### config.mk
export PLATFORM = sky130hd
export DESIGN_NAME = number_entry_flat
export DESIGN_NICKNAME = d
export VERILOG_FILES = /design/src/rtl/number_entry_if.sv /design/src/rtl/number_entry.sv /design/src/flat_wrapper.sv
export SDC_FILE = /design/constraint.sdc
export NUM_CORES = 1
export LEC_CHECK = 0
export BUFFER_PORTS_ARGS = -buffer_cell sky130_fd_sc_hd__buf_2
export CAP_MARGIN = 20
export CORE_ASPECT_RATIO = 2
export CORE_UTILIZATION = 40
export DETAILED_ROUTE_END_ITERATION = 8
export PLACE_DENSITY = 0.67
export SKIP_LAST_GASP = 1
export SYNTH_ARGS = -nofsm -noshare
export SYNTH_HDL_FRONTEND = slang
export SYNTH_SLANG_ARGS = --single-unit
export TNS_END_PERCENT = 20
### constraint.sdc
create_clock -name clock -period 4.6 [get_ports clock]
set_input_delay 0.23 -clock clock [delete_from_list [all_inputs] [get_ports clock]]
set_output_delay 0.23 -clock clock [all_outputs]
set_load 0.005 [all_outputs]
### src/rtl/number_entry_if.sv
// number_entry_if
//   Key-event handshake between the keypad decoder (master) and the
//   number_entry accumulator (slave).
//   key_valid : master -> slave, a key event is present
//   key_code  : master -> slave, 0-15 digit, 16 BACKSPACE, 17 NEGATE,
//               18 CLEAR, 19-31 reserved
//   key_ready : slave -> master, the accumulator can take a key this cycle
interface number_entry_if;
    logic       key_valid;
    logic [4:0] key_code;
    logic       key_ready;

    modport master (output key_valid, output key_code, input key_ready);
    modport slave  (input key_valid, input key_code, output key_ready);
endinterface

### src/rtl/number_entry.sv
// number_entry
//   Keypad-entry accumulator for the calculator datapath. Builds a signed
//   operand from decoded key events in decimal or hexadecimal entry mode
//   and feeds the seven-segment display driver. Decimal backspace runs a
//   restoring divide-by-10 over DIV_CYCLES clocks, during which no key is
//   accepted.
//   clock   : system clock
//   reset_n : synchronous, active-low reset
//   key     : key-event handshake (slave side of number_entry_if)
//   switch  : entry base, 0 = decimal, 1 = hexadecimal (sampled on accept)
//   value   : two's-complement operand, neg ? -mag : mag
//   error   : sticky overflow flag, cleared only by CLEAR or reset
module number_entry #(
    parameter int WIDTH      = 32,
    parameter int DIV_CYCLES = 32
) (
    input  logic             clock,
    input  logic             reset_n,
    number_entry_if.slave    key,
    input  logic             switch,
    output logic [WIDTH-1:0] value,
    output logic             error
);

    localparam int CW = $clog2(DIV_CYCLES);

    localparam logic [4:0] KEY_BACKSPACE = 5'd16;
    localparam logic [4:0] KEY_NEGATE    = 5'd17;
    localparam logic [4:0] KEY_CLEAR     = 5'd18;

    // Largest magnitude that keeps the operand representable as a positive
    // and negative number, held at the width of the decimal product.
    localparam logic [WIDTH+3:0] MAG_MAX = {5'b0, {(WIDTH-1){1'b1}}};

    typedef enum logic {
        S_IDLE,
        S_DIV
    } state_t;

    state_t           state_q, state_d;
    logic [WIDTH-1:0] mag_q, mag_d;
    logic             neg_q, neg_d;
    logic             err_q, err_d;
    logic [WIDTH-1:0] q_q, q_d;      // dividend shifting out / quotient shifting in
    logic [4:0]       r_q, r_d;      // partial remainder, always < 10
    logic [CW-1:0]    cnt_q, cnt_d;

    logic             accept;
    logic [3:0]       digit;
    logic [WIDTH+3:0] dec_t;
    logic             hex_full;
    logic [4:0]       r_shift;
    logic             sub_ok;
    logic [4:0]       r_next;
    logic [WIDTH-1:0] q_next;

    assign key.key_ready = (state_q == S_IDLE);
    assign accept        = key.key_valid && key.key_ready;
    assign digit         = key.key_code[3:0];

    // mag*10 + d without a multiplier; four extra bits catch the overflow.
    assign dec_t = ({4'b0, mag_q} << 3) + ({4'b0, mag_q} << 1) + (WIDTH+4)'(digit);

    // Any set bit in the top nibble plus sign position would be pushed past
    // the largest legal magnitude by another hex digit.
    assign hex_full = |mag_q[WIDTH-1:WIDTH-5];

    // One restoring-division step: bring down the next dividend bit and
    // subtract 10 when the partial remainder allows it.
    assign r_shift = {r_q[3:0], q_q[WIDTH-1]};
    assign sub_ok  = (r_shift >= 5'd10);
    assign r_next  = sub_ok ? (r_shift - 5'd10) : r_shift;
    assign q_next  = {q_q[WIDTH-2:0], sub_ok};

    always_comb begin
        // NOTE: every signal driven here gets a hold default first so no
        // path through the case/if tree leaves it unassigned (no latches).
        state_d = state_q;
        mag_d   = mag_q;
        neg_d   = neg_q;
        err_d   = err_q;
        q_d     = q_q;
        r_d     = r_q;
        cnt_d   = cnt_q;

        case (state_q)
            S_IDLE: begin
                if (accept) begin
                    if (key.key_code == KEY_CLEAR) begin
                        mag_d = '0;
                        neg_d = 1'b0;
                        err_d = 1'b0;
                    end else if (!err_q) begin
                        // While the error flag is up every other key is
                        // swallowed so the display keeps the last good operand.
                        if (!key.key_code[4]) begin
                            if (switch) begin
                                if (hex_full) err_d = 1'b1;
                                else          mag_d = {mag_q[WIDTH-5:0], digit};
                            end else if (digit < 4'd10) begin
                                if (dec_t > MAG_MAX) err_d = 1'b1;
                                else                 mag_d = dec_t[WIDTH-1:0];
                            end
                        end else if (key.key_code == KEY_BACKSPACE) begin
                            if (switch) begin
                                mag_d = mag_q >> 4;
                            end else begin
                                q_d     = mag_q;
                                r_d     = '0;
                                cnt_d   = '0;
                                state_d = S_DIV;
                            end
                        end else if (key.key_code == KEY_NEGATE) begin
                            neg_d = ~neg_q;
                        end
                    end
                end
            end
            S_DIV: begin
                q_d   = q_next;
                r_d   = r_next;
                cnt_d = cnt_q + CW'(1);
                if (cnt_q == CW'(DIV_CYCLES - 1)) begin
                    mag_d   = q_next;
                    state_d = S_IDLE;
                end
            end
            default: state_d = S_IDLE;
        endcase
    end

    always_ff @(posedge clock) begin
        // NOTE: state registers use non-blocking assignment so every
        // register samples the pre-edge values of the others.
        if (!reset_n) begin
            state_q <= S_IDLE;
            mag_q   <= '0;
            neg_q   <= 1'b0;
            err_q   <= 1'b0;
            q_q     <= '0;
            r_q     <= '0;
            cnt_q   <= '0;
        end else begin
            state_q <= state_d;
            mag_q   <= mag_d;
            neg_q   <= neg_d;
            err_q   <= err_d;
            q_q     <= q_d;
            r_q     <= r_d;
            cnt_q   <= cnt_d;
        end
    end

    assign value = neg_q ? (~mag_q + WIDTH'(1)) : mag_q;
    assign error = err_q;

endmodule

### src/flat_wrapper.sv
// flat-port wrapper written by rule: the top's interface ports become plain ports
module number_entry_flat 
#(
    parameter int WIDTH      = 32,
    parameter int DIV_CYCLES = 32
)
  (clock, reset_n, switch, value, error, key_key_valid, key_key_code, key_key_ready);
  number_entry_if key_i ();
  input  logic clock;
  input  logic reset_n;
  input  logic switch;
  output logic [WIDTH-1:0] value;
  output logic error;
  input wire logic [$bits(key_i.key_valid)-1:0] key_key_valid;
  input wire logic [$bits(key_i.key_code)-1:0] key_key_code;
  output wire logic [$bits(key_i.key_ready)-1:0] key_key_ready;
  assign key_i.key_valid = key_key_valid;
  assign key_i.key_code = key_key_code;
  assign key_key_ready = key_i.key_ready;
  number_entry #(.WIDTH(WIDTH), .DIV_CYCLES(DIV_CYCLES)) u_core (.clock(clock), .reset_n(reset_n), .key(key_i), .switch(switch), .value(value), .error(error));
endmodule
Word level (Yosys, flattened, before mapping)
Cells that the tools add are included.
Storage, ports and cells
  register bits: 76
  input port bits: 9
  output and inout bits: 34
  word-level logic and storage cells: 94
Operators by class
  $add $sub $neg: 5
  $lt $le $gt $ge: 3
  equality and inequality tests: 19
  muxes and demuxes: 49
  bitwise gates (word level): 3
  reductions and logical operators: 8
Operator list (number)
  32-bit 2-to-1 mux: 18
  32-bit one-hot mux with 2 select lines: 2
  35-bit by 33-bit adder with 36-bit output: 1
  36-bit by 4-bit adder with 36-bit output: 1
  36-bit by 31-bit greater-than comparator with 1-bit output, second input constant: 1
  32-bit by 1-bit adder with 32-bit output, second input constant: 1
  32-bit inverter: 1
  5-bit 2-to-1 mux: 6
  5-bit == test, second input constant: 4
  1-bit 2-to-1 mux: 19
  2-bit inequality test, second input constant: 8
  4-bit inequality test, second input constant: 4
  6-bit AND reduction: 2
  5-bit one-hot mux with 2 select lines: 1
  4-bit one-hot mux with 2 select lines: 1
  8-bit AND reduction: 1
  5-bit by 1-bit adder with 5-bit output, second input constant: 1
  5-bit by 4-bit greater-or-equal comparator with 1-bit output, second input constant: 1
  5-bit inequality test, second input constant: 1
  5-bit OR reduction: 1
  4-bit less-than comparator, second input constant: 1
  4-bit 2-to-1 mux: 1
  2-bit nonzero test: 2
  4-bit subtractor, second input constant: 1
  6 further kinds: 7

Depth between registers and ports, before layout
Gate-level depths: netlist of run 1.
  word-level depth: 11
  gate-level depth with buffers: 15
  gate-level depth less buffers: 13

Worst setup path after synthesis of run 1
OpenSTA, ideal clock, no wires.
  path type: register to register
  start point: register u_core.mag_q[0]
  end point: register u_core.mag_q[16]
  library setup time: 0.072 ns
  arrival time: 3.675 ns
  required time: 4.528 ns
  path slack: 0.853 ns
  stages on the path, launching flop included: 15
  buffers on the path: 2
  clock period less this slack: 3.747 ns
  cell sequence: dfxtp_1 inv_1 fa_1 fa_1 and2b_1 o2111ai_2 a211oi_1 o211ai_1 a21o_1 a221oi_2 o31ai_2 buf_6 a21oi_4 buf_6 mux2i_1
Between the ends
  cells in the longest elaborated chain, start to end: 10
  elaborated cells on any way between the ends: 13
  classes of those cells: add/sub (2); order compare (1); eq/ne (1); mux (8); reduce/logical (1)
Ends and longest elaborated chain
  start, declared: line number_entry.sv:41  | logic [WIDTH-1:0] mag_q, mag_d;
  start signal, assigned: line number_entry.sv:145  | mag_q <= mag_d;
  35-bit by 33-bit adder with 36-bit output *: line number_entry.sv:62  | assign dec_t = ({4'b0, mag_q} << 3) + ({4'b0, mag_q} << 1) + (WIDTH+4)'(digit);
  36-bit by 4-bit adder with 36-bit output *: line number_entry.sv:62
  parallel branches: the longest is 8 deep, another holds 36-bit by 31-bit greater-than comparator with 1-bit output
Every way passes the cells marked *. The select of a mux whose other input is x is not followed.
A chain may end at the register's enable or synchronous reset.

Worst setup path in the final report of run 1
  start point: register u_core.mag_q[2]
  end point: register u_core.mag_q[31]
The elaborated chain is that of the path after synthesis.

==> reports/results.ini, run 1 <==
[cts]
clock_latency_ns = 0.34
cts_resized = 0
clkTransAtPathRegs_ns = 0.06
cts_tree = yes
cts.sinks = 76
cts_buffers = 9
cts_max_level = 3
cts_setup_buffers = 0
clk_path_buf_depth = 2
hold_buffers = 0
root_buffer = clkbuf_16

[die]
coreArea_sq_um = 18310
initial_core_util_pct = 40.91
fp.dieW_microns = 98.75
row_count = 70
die_h_microns = 195.5
die_area_sq_um = 19310
io-pin-count = 43

[worst_setup_path]
cp_max_fo = 18
required_ns = 4.78
crit_type = flip-flop to flip-flop
cp-start-kind = flip-flop
cp_data_arrival_time_ns = 4.46
cp-end-kind = flip-flop

[logic_synthesis]
netlist_instances = 995
syn_area_sq_um = 7488
synth_cell_types = 81
synth.avg_cell_area_sq_um = 7.526
synth_seq_area_share_pct = 20.32
syn_nets = 1073
async_flop_share_pct = 0
synthTopCellsByArea = dfxtp_1, ha_1, nand2_1
ys_ff_latch = 76
yosys.area.top_type_share_pct = 20.32
synth_edf_count = 0
ys.flop_type = dfxtp_1
yosys_warnings = 0
yosysTopAreaCell = dfxtp_1

[cells_and_area]
final_common_cell = nand2_1
fillers = 1857
num_antenna_cells = 0
final_cell_mix = nand2_1, a21oi_1, dfxtp_1
area_growth_pct = 8.037
nNetsFinal = 1069
multiInputGateArea_sq_um = 5474
drive_above_1_share_pct = 12.76
fin_area_sq_um = 8090
regArea_sq_um = 1523

[power]
p_per_area_nw_per_um2 = 256.4
ir_drop_mv = 0.1471
p_leak_nw = 3.466

[global_route]
grt_max_degree = 50
grt_pass1_wl_microns = 39170
grt_usage_pct = 25.91
overflow = 0
antenna_found_initial = 0
grt_pass1_vias = 7374

[timing]
maxSlewHeadroom_pct = 30.05
fin_skew_ns = 0.006589
finalSetupViolCount = 0
layout_min_cycle_time_ns = 4.280
final_max_slew_viol_count = 0
fin_setup_tns_ns = 0
max_clock_freq_ghz = 0.2337
post-route-period-util_pct = 93.04
grt_setup_unrepaired = false
hold_viol_final = 0
tightestPinTransition_ns = 1.041

[drt]
routed_via_density = 6.402
vias = 7753
postRouteAntennaNets = 0
wl_per_cell_microns = 20.59
initialDrtViolationCount = 778
drt_first_pass_iters = 5
routed_wl_microns = 24930
drc = 0

[placement]
place_congestion = 0.9811
dpl_cell_area_sq_um = 7789
dp_hpwl_microns = 19320
io_buffers = 42

[run_status]
run_status = finished, final reports clean

[job]
maxCapViolations = 0

[hold_path]
hp-class = input port to flip-flop

## layout make-up
| type | instances | area share, % |
|---|---|---|
| Clock buffer | 11 | 3.124 |
| Clock inverter | 4 | 0.6032 |
| Inverter | 27 | 1.253 |
| Multi-Input combinational cell | 807 | 67.66 |
| Sequential cell | 76 | 18.82 |
| Tap cell | 216 | 3.341 |
| Timing Repair Buffer | 70 | 5.196 |
## Yosys cell counts, types with 4 or more instances
master,count
mux2i_1,31
buf_6,4
nand2b_1,7
o21ai_0,68
and2_1,19
nand2_1,157
dfxtp_1,76
a311oi_2,5
inv_1,27
nor3_1,16
o21a_1,12
xnor2_1,36
o311ai_0,5
a31oi_1,14
ha_1,67
o31ai_1,13
clkbuf_1,52
a211oi_1,27
buf_2,14
or3_1,6
a21oi_1,85
xor2_1,11
a211oi_2,5
a21o_1,18
nor2_1,51
o211ai_1,25
and3_1,8
buf_1,6
and4_1,8
nand4_1,14
clkbuf_2,4
nor4_1,7
o21bai_1,4
a311oi_1,8
nand3_1,14
## sequential cells by signal, indices dropped and copies added (netlist names)
| name | count |
|---|---|
| u_core.r_q | 4 |
| u_core.state_q | 1 |
| u_core.error | 1 |
| u_core.q_q | 32 |
| u_core.neg_q | 1 |
| u_core.cnt_q | 5 |
| u_core.mag_q | 32 |
## critical path, cell delays in order (launching register included)
cell and delay (ns):
dfxtp_1 0.42, inv_1 0.13, fa_1 0.56, inv_1 0.06, ha_1 0.30, a211oi_1 0.27
o21ai_0 0.21, a21oi_1 0.47, o211ai_1 0.17, o211ai_1 0.16, o211ai_2 0.15, o31ai_2 0.46
a21o_2 0.54, a311oi_1 0.19
## routing by layer
layer | track usage [%] | routed length (microns) | vias up | share of wire [%]
met2 | 47.40 | 12890 | 318 | 52
met5 | 0 | 0 | - | 0
met1 | 28.01 | 9181 | 3709 | 37
li1 | - | - | 3633 | -
met3 | 2.434 | 1287 | 93 | 5.2
met4 | 16.47 | 1566 | 0 | 6.3
## per-stage QoR
step                std cells  hold WS (ns)  utilization, %  setup slack, ns  power (mW)
detailed placement       1196        0.4616           42.55           0.4262       1.353
global route             1211        0.2289           44.20          0.04952       2.168
CTS                      1211        0.2052           44.20           0.4018       2.071
finish                   1211        0.2127           44.20           0.3202       2.074
global placement         1196        0.4542           42.55           0.4783       1.350
floorplan                 995        0.3802               -           0.8532       1.173
## report_power, final
group          switching [mW]  leakage, nW  internal, mW  total [mW]
logic                   0.367         2.70         0.238       0.605
registers              0.0598        0.616         0.682       0.742
clock network           0.282        0.151         0.446       0.728
total                   0.709         3.47          1.37        2.07
## path summary, 6_finish.rpt
| path | from | slack [ns] | to | cells after the start |
|---|---|---|---|---|
| hold reg to reg | u_core.r_q[0] | 0.47 | u_core.r_q[0] | 2 |
| setup / recovery | u_core.mag_q[2] | 0.32 | u_core.mag_q[31] | 13 |
| setup reg to reg | u_core.mag_q[2] | 0.32 | u_core.mag_q[31] | 13 |
| hold / removal | key_key_valid | 0.21 | u_core.error | 3 |
## logic make-up after synthesis
logic type,synth area share (%)
AND/OR/NAND/NOR,21.12
AO/OA/AOI/OAI,30.23
buffers and inverters,6.667
flip-flops,20.32
adder cells (fa/ha/maj),11.73
XOR/XNOR,5.497
multiplexers,4.444
No activity file was read; power rests on OpenSTA's default activity.
==> run 2: changes to the inputs <==
Settings changed: ABC_AREA set to 1.
==> reports/results.ini, run 2 <==
[global_route]
overflow = 0
grt_max_degree = 65
antenna_found_initial = 0
grt_usage_pct = 27.35
grt_pass1_wl_microns = 43230
grt_pass1_vias = 8585

[hold_path]
worstHoldEndpoint = u_core.q_q[13]
hp-class = input port to flip-flop
hold_depth = 5
hold_start = key_key_valid

[drt]
drc = 0
vias = 8689
routed_via_density = 5.475
drt_first_pass_iters = 5
routed.top_layer = met4
wl_met1_microns = 10090
routed_wl_microns = 26710
wl_per_cell_microns = 16.83
postRouteAntennaNets = 0
initialDrtViolationCount = 490
route.met2.wl_microns = 13690
dr_wl_met3_microns = 1172

[job]
maxCapViolations = 0

[logic_synthesis]
synthTopCellsByArea = dfxtp_1, nand2_1, ha_1
async_flop_share_pct = 0
netlist_instances = 1318
yosys.area.top_type_share_pct = 19.35
yosys_warnings = 0
yosysMostFrequentCell = nand2_1
ys.flop_type = dfxtp_1
synth_cell_types = 47
yosysTopAreaCell = dfxtp_1
synth_seq_area_share_pct = 19.35
syn_nets = 1396
ys_ff_latch = 76
synth_common_cells = nand2_1, inv_1, a21oi_1, nor2_1, nand3_1
syn_area_sq_um = 7861
synth_edf_count = 0
synth.avg_cell_area_sq_um = 5.965

[timing]
layout_setup_ws_ns = 1.062
hold_viol_final = 0
grt_setup_unrepaired = false
fin_setup_tns_ns = 0
finalSetupViolCount = 0
post-route-period-util_pct = 76.90
tightestPinTransition_ns = 0.8366
fin_skew_ns = 0.004336
maxSlewHeadroom_pct = 44.23
max_clock_freq_ghz = 0.2827
fin_hold_ws_ns = 0.3785
layout_min_cycle_time_ns = 3.538
final_max_slew_viol_count = 0

[run_status]
run_status = finished, final reports clean

[cells_and_area]
reg_top3 = u_core.mag_q (32), u_core.q_q (32), u_core.cnt_q (5)
final_cell_mix = nand2_1, inv_1, a21oi_1
final_common_cell = nand2_1
num_antenna_cells = 0
nNetsFinal = 1401
drive_above_1_share_pct = 8.660
multiInputGateArea_sq_um = 5410
fin_area_sq_um = 8589
fillers = 2106
regArea_sq_um = 1521
area_growth_pct = 9.263

[worst_setup_path]
regToRegEndpoint = u_core.mag_q[1]
cp-start-kind = flip-flop
cp_max_fo = 64
cp-end-kind = flip-flop
cp_data_arrival_time_ns = 3.77
ff2ff_path_depth = 19
crit_type = flip-flop to flip-flop
timing.rr.start = u_core.mag_q[0]
rrSetupSlack_ns = 1.06
required_ns = 4.84

[power]
ir_drop_mv = 0.2428
swShare_pct = 35.81
power.switching_mw = 0.8983
power_frac_seq_pct = 30.8
p_leak_nw = 4.316
p_per_area_nw_per_um2 = 292.0
comb_power_share_pct = 31.9
pwr-share-clk_pct = 37.3
p_int_mw = 1.610

[cts]
hold_buffers = 0
cts_setup_buffers = 0
cts_resized = 0
root_buffer = clkbuf_16
cts_max_level = 3
clock_latency_ns = 0.34
cts.sinks = 76
clkTransAtPathRegs_ns = 0.06
cts_buffers = 9
cts_tree = yes
clk_path_buf_depth = 2

[placement]
io_buffers = 42
place_congestion = 0.9091
dpl_cell_area_sq_um = 8202
dp_hpwl_microns = 20290
place_ws_ns = 1.109

[die]
row_count = 72
coreArea_sq_um = 19280
io-pin-count = 43
initial_core_util_pct = 40.78
die_area_sq_um = 20250
fp.dieW_microns = 101.1
die_h_microns = 200.3

run 2: changes by cell type in the layout (fill, tap and decap cells not counted), sizes merged, moves of 22 or more:
cell    previous run  this run
a211oi            32         1
nand2            157       386
nor2              51       126
xnor2             36        14
inv               27       171
o211ai            26         3
mux2i             31         0
o21ai             69        38
a21oi             86       152
nand3             14       108
run 2: kinds of logic after synthesis:
family,Yosys count,share of synthesized area (%)
AOI/OAI and AO/OA,242,17.11
xor gates and xnor gates,39,4.345
adders and majority gates,69,11.17
buffers and inverters,232,11.86
DFF,76,19.35
and+or+nand+nor,660,36.16
run 2: final cells by class:
class                           count  share of cell area (%)
Timing Repair Buffer               54                   3.496
Tap cell                          259                   3.773
Clock inverter                      7                   1.894
Clock buffer                        9                   2.622
Multi-Input combinational cell   1010                   62.99
Sequential cell                    76                   17.71
Inverter                          172                   7.516
run 2: per-layer routing:
| layer | vias to the layer above | global-route usage [%] |
|---|---|---|
| li1 | 4277 | - |
| met1 | 3987 | 29.71 |
| met2 | 320 | 49.13 |
| met3 | 105 | 2.198 |
| met5 | - | 0 |
| met4 | 0 | 18.17 |
run 2: metrics by stage:
step	util (%)	std cells	power [mW]
2_1_floorplan	-	1318	1.345
3_3_place_gp	42.54	1571	1.563
3_5_place_dp	42.54	1571	1.568
4_1_cts	44.55	1587	2.501
5_1_grt	44.55	1587	2.631
6_report	44.55	1587	2.508
run 2: worst max-delay path by stage:
| stage | cells past startpoint | startpoint | endpoint | slack, ns |
|---|---|---|---|---|
| 2_1_floorplan | 20 | u_core.mag_q[0] | u_core.mag_q[13] | 1.75 |
| 3_3_place_gp | 19 | u_core.mag_q[0] | u_core.mag_q[7] | 1.18 |
| 3_5_place_dp | 19 | u_core.mag_q[0] | u_core.mag_q[5] | 1.11 |
| 4_1_cts | 19 | u_core.mag_q[0] | u_core.mag_q[1] | 1.08 |
| 5_1_grt | 19 | u_core.mag_q[0] | u_core.mag_q[11] | 0.78 |
| 6_report | 19 | u_core.mag_q[0] | u_core.mag_q[1] | 1.06 |
run 2: worst max-delay path, cell delays in order, from the launching register on:
cell and delay, ns:
dfxtp_1 0.44, inv_1 0.14, fa_1 0.62, inv_1 0.06
ha_1 0.29, nand2_1 0.05, nand2_1 0.10, nand3_1 0.09
nand2_2 0.11, nand3_1 0.07, nand2_1 0.18, nand2_1 0.11
nand3_1 0.09, nand2_1 0.16, nor2_4 0.16, nand3_4 0.11
nand2_8 0.33, nand3_1 0.15, nand2_1 0.10, nor2_1 0.05
run 2: power by group through the flow:
stage	combinational [mW]	sequential [mW]	clock, mW
after floorplan	0.602	0.743	0
after detailed placement	0.785	0.783	0
after global placement	0.780	0.783	0
after global routing	0.890	0.776	0.965
after CTS	0.792	0.769	0.941
final	0.799	0.772	0.937
==> run 3: changes to the inputs <==
Settings changed: ABC_AREA 1 to 0.
Clock period 4.6 ns to 3.4 ns, I/O delays scaled along.
==> reports/results.ini, run 3 (synthesized netlist as in run 1, its figures left out) <==
[cts]
clk_path_buf_depth = 2
cts_max_level = 3
cts_buffers = 9
cts_tree = yes
root_buffer = clkbuf_16
clock_latency_ns = 0.34
clkTransAtPathRegs_ns = 0.06
cts.sinks = 76

[drt]
wl_per_cell_microns = 20.51
drc = 0
routed_via_density = 6.210
initialDrtViolationCount = 861
routed_wl_microns = 28140
vias = 8520
postRouteAntennaNets = 0
drt_first_pass_iters = 5

[cells_and_area]
final_cell_mix = buf_4, nand2_1, a21oi_1
regArea_sq_um = 1529
area_growth_pct = 27.47
final_common_cell = buf_4
reg_top3 = u_core.mag_q (32), u_core.q_q (32), u_core.cnt_q (5)
drive_above_1_share_pct = 27.12
multiInputGateArea_sq_um = 5642
fillers = 1746
nNetsFinal = 1228
instances_no_fill = 1372

[power]
comb_power_share_pct = 35.2
p_per_area_nw_per_um2 = 338.7
total_power_mw = 3.233
p_leak_nw = 4.318
pwr-share-clk_pct = 34.8
swShare_pct = 32.99
p_int_mw = 2.167
power.switching_mw = 1.067
power_frac_seq_pct = 30.0
ir_drop_mv = 0.2166

[die]
die_h_microns = 195.5
io-pin-count = 43
coreArea_sq_um = 18310
die_area_sq_um = 19310
fp.dieW_microns = 98.75
initial_core_util_pct = 40.91
row_count = 70

[worst_setup_path]
cp_data_arrival_time_ns = 4.04
slowest_delay_ns = 0.57
required_ns = 3.66
cp-end-kind = flip-flop
rrSetupSlack_ns = -0.38
crit_type = flip-flop to flip-flop
path_cells = inv_2 > fa_1 > fa_2 > and2b_2 > o2111ai_4 > a211oi_2 > o211ai_1 > nand2_1 > a221oi_2 > o31ai_2 > buf_6 > a21oi_4 > buf_12 > mux2i_2
slowest_stage = fa_1
cp-start-kind = flip-flop
cp_max_fo = 14

[placement]
place_congestion = 0.9947
io_buffers = 42
dp.cells = 1349
dp_hpwl_microns = 21650
place_ws_ns = -0.4528

[timing]
post-route-period-util_pct = 111.1
maxSlewHeadroom_pct = 44.62
tightestPinTransition_ns = 0.8306
max_clock_freq_ghz = 0.2648
fin_setup_tns_ns = -10.85
hold_viol_final = 0
fin_skew_ns = 0.005556
layout_min_cycle_time_ns = 3.776
finalSetupViolCount = 41
grt_setup_unrepaired = true
layout_setup_ws_ns = -0.3761
final_max_slew_viol_count = 0

[global_route]
grt_usage_pct = 29.09
overflow = 0
grt_pass1_wl_microns = 43730
antenna_found_initial = 2
grt_pass1_vias = 8417
grt_max_degree = 50

[job]
maxCapViolations = 0

[run_status]
run_status = finished with violations
violations = negative setup slack

[hold_path]
hp-class = input port to flip-flop

[run 3: changes by cell type in the layout (fill, tap and decap cells not counted), sizes merged, moves of 18 or more]
cell,delta
nand2,-229
buf,+172
inv,-144
nand3,-94
nor2,-75
a21oi,-66
a211oi,+31
mux2i,+31
o21ai,+31
o211ai,+23
xnor2,+22
a21o,+21
and2,+18
[run 3: cell type report]
| class | instances | share of cell area [%] |
|---|---|---|
| Antenna cell | 2 | 0.05243 |
| Clock buffer | 11 | 2.543 |
| Clock inverter | 4 | 1.022 |
| Inverter | 27 | 1.062 |
| Multi-Input combinational cell | 809 | 59.10 |
| Sequential cell | 76 | 16.02 |
| Tap cell | 216 | 2.831 |
| Timing Repair Buffer | 227 | 17.37 |
[run 3: metrics by stage]
stage	area, sq um	hold slack (ns)	util, %
2_1_floorplan	7501	0.3202	-
3_3_place_gp	8985	0.4557	49.08
3_5_place_dp	8985	0.4574	49.08
4_1_cts	9424	0.1351	51.48
5_1_grt	9540	0.1534	52.12
6_report	9545	0.1366	52.15
[run 3: power by group through the flow]
stage	clock, mW	sequential (mW)	combinational, mW
floorplan	0	0.976	0.613
global placement	0	0.986	1.04
detailed placement	0	0.985	1.05
CTS	1.13	0.966	1.08
global route	1.16	0.970	1.21
finish	1.13	0.970	1.14
[run 3: critical path: cells and delay by family, from the launching register on]
family | cells | cell delay, ns
flops | 1 | 0.34
simple gates | 2 | 0.42
buf+inv | 3 | 0.41
mux | 1 | 0.25
fa+ha+maj | 2 | 0.79
compound gates | 6 | 1.47
[run 3: path summary, 6_finish.rpt]
| path | depth (start not counted) | endpoint | startpoint |
|---|---|---|---|
| worst max-delay path | 14 | u_core.mag_q[16] | u_core.mag_q[0] |
| worst min register to register | 2 | u_core.q_q[19] | u_core.q_q[19] |
| worst min-delay path | 3 | u_core.neg_q | key_key_code[0] |
| worst max register to register | 14 | u_core.mag_q[16] | u_core.mag_q[0] |
[run 3: repair_timing]
item,4_1_cts,5_1_grt
cloned,1,2
setup endpoints to repair,41,43
gates resized for setup,14,16
pin swaps,4,11
hold buffers,0,0
endpoints found under the hold margin,0,0
setup buffers,2,1
[run 3: layer usage]
layer  vias up  global-route usage, %  wire [microns]
met5         -                      0               0
met4         0                  22.06            2285
met3       136                  3.436            1672
met2       401                  52.40           14140
met1      4025                  30.28           10040
li1       3958                      -               -
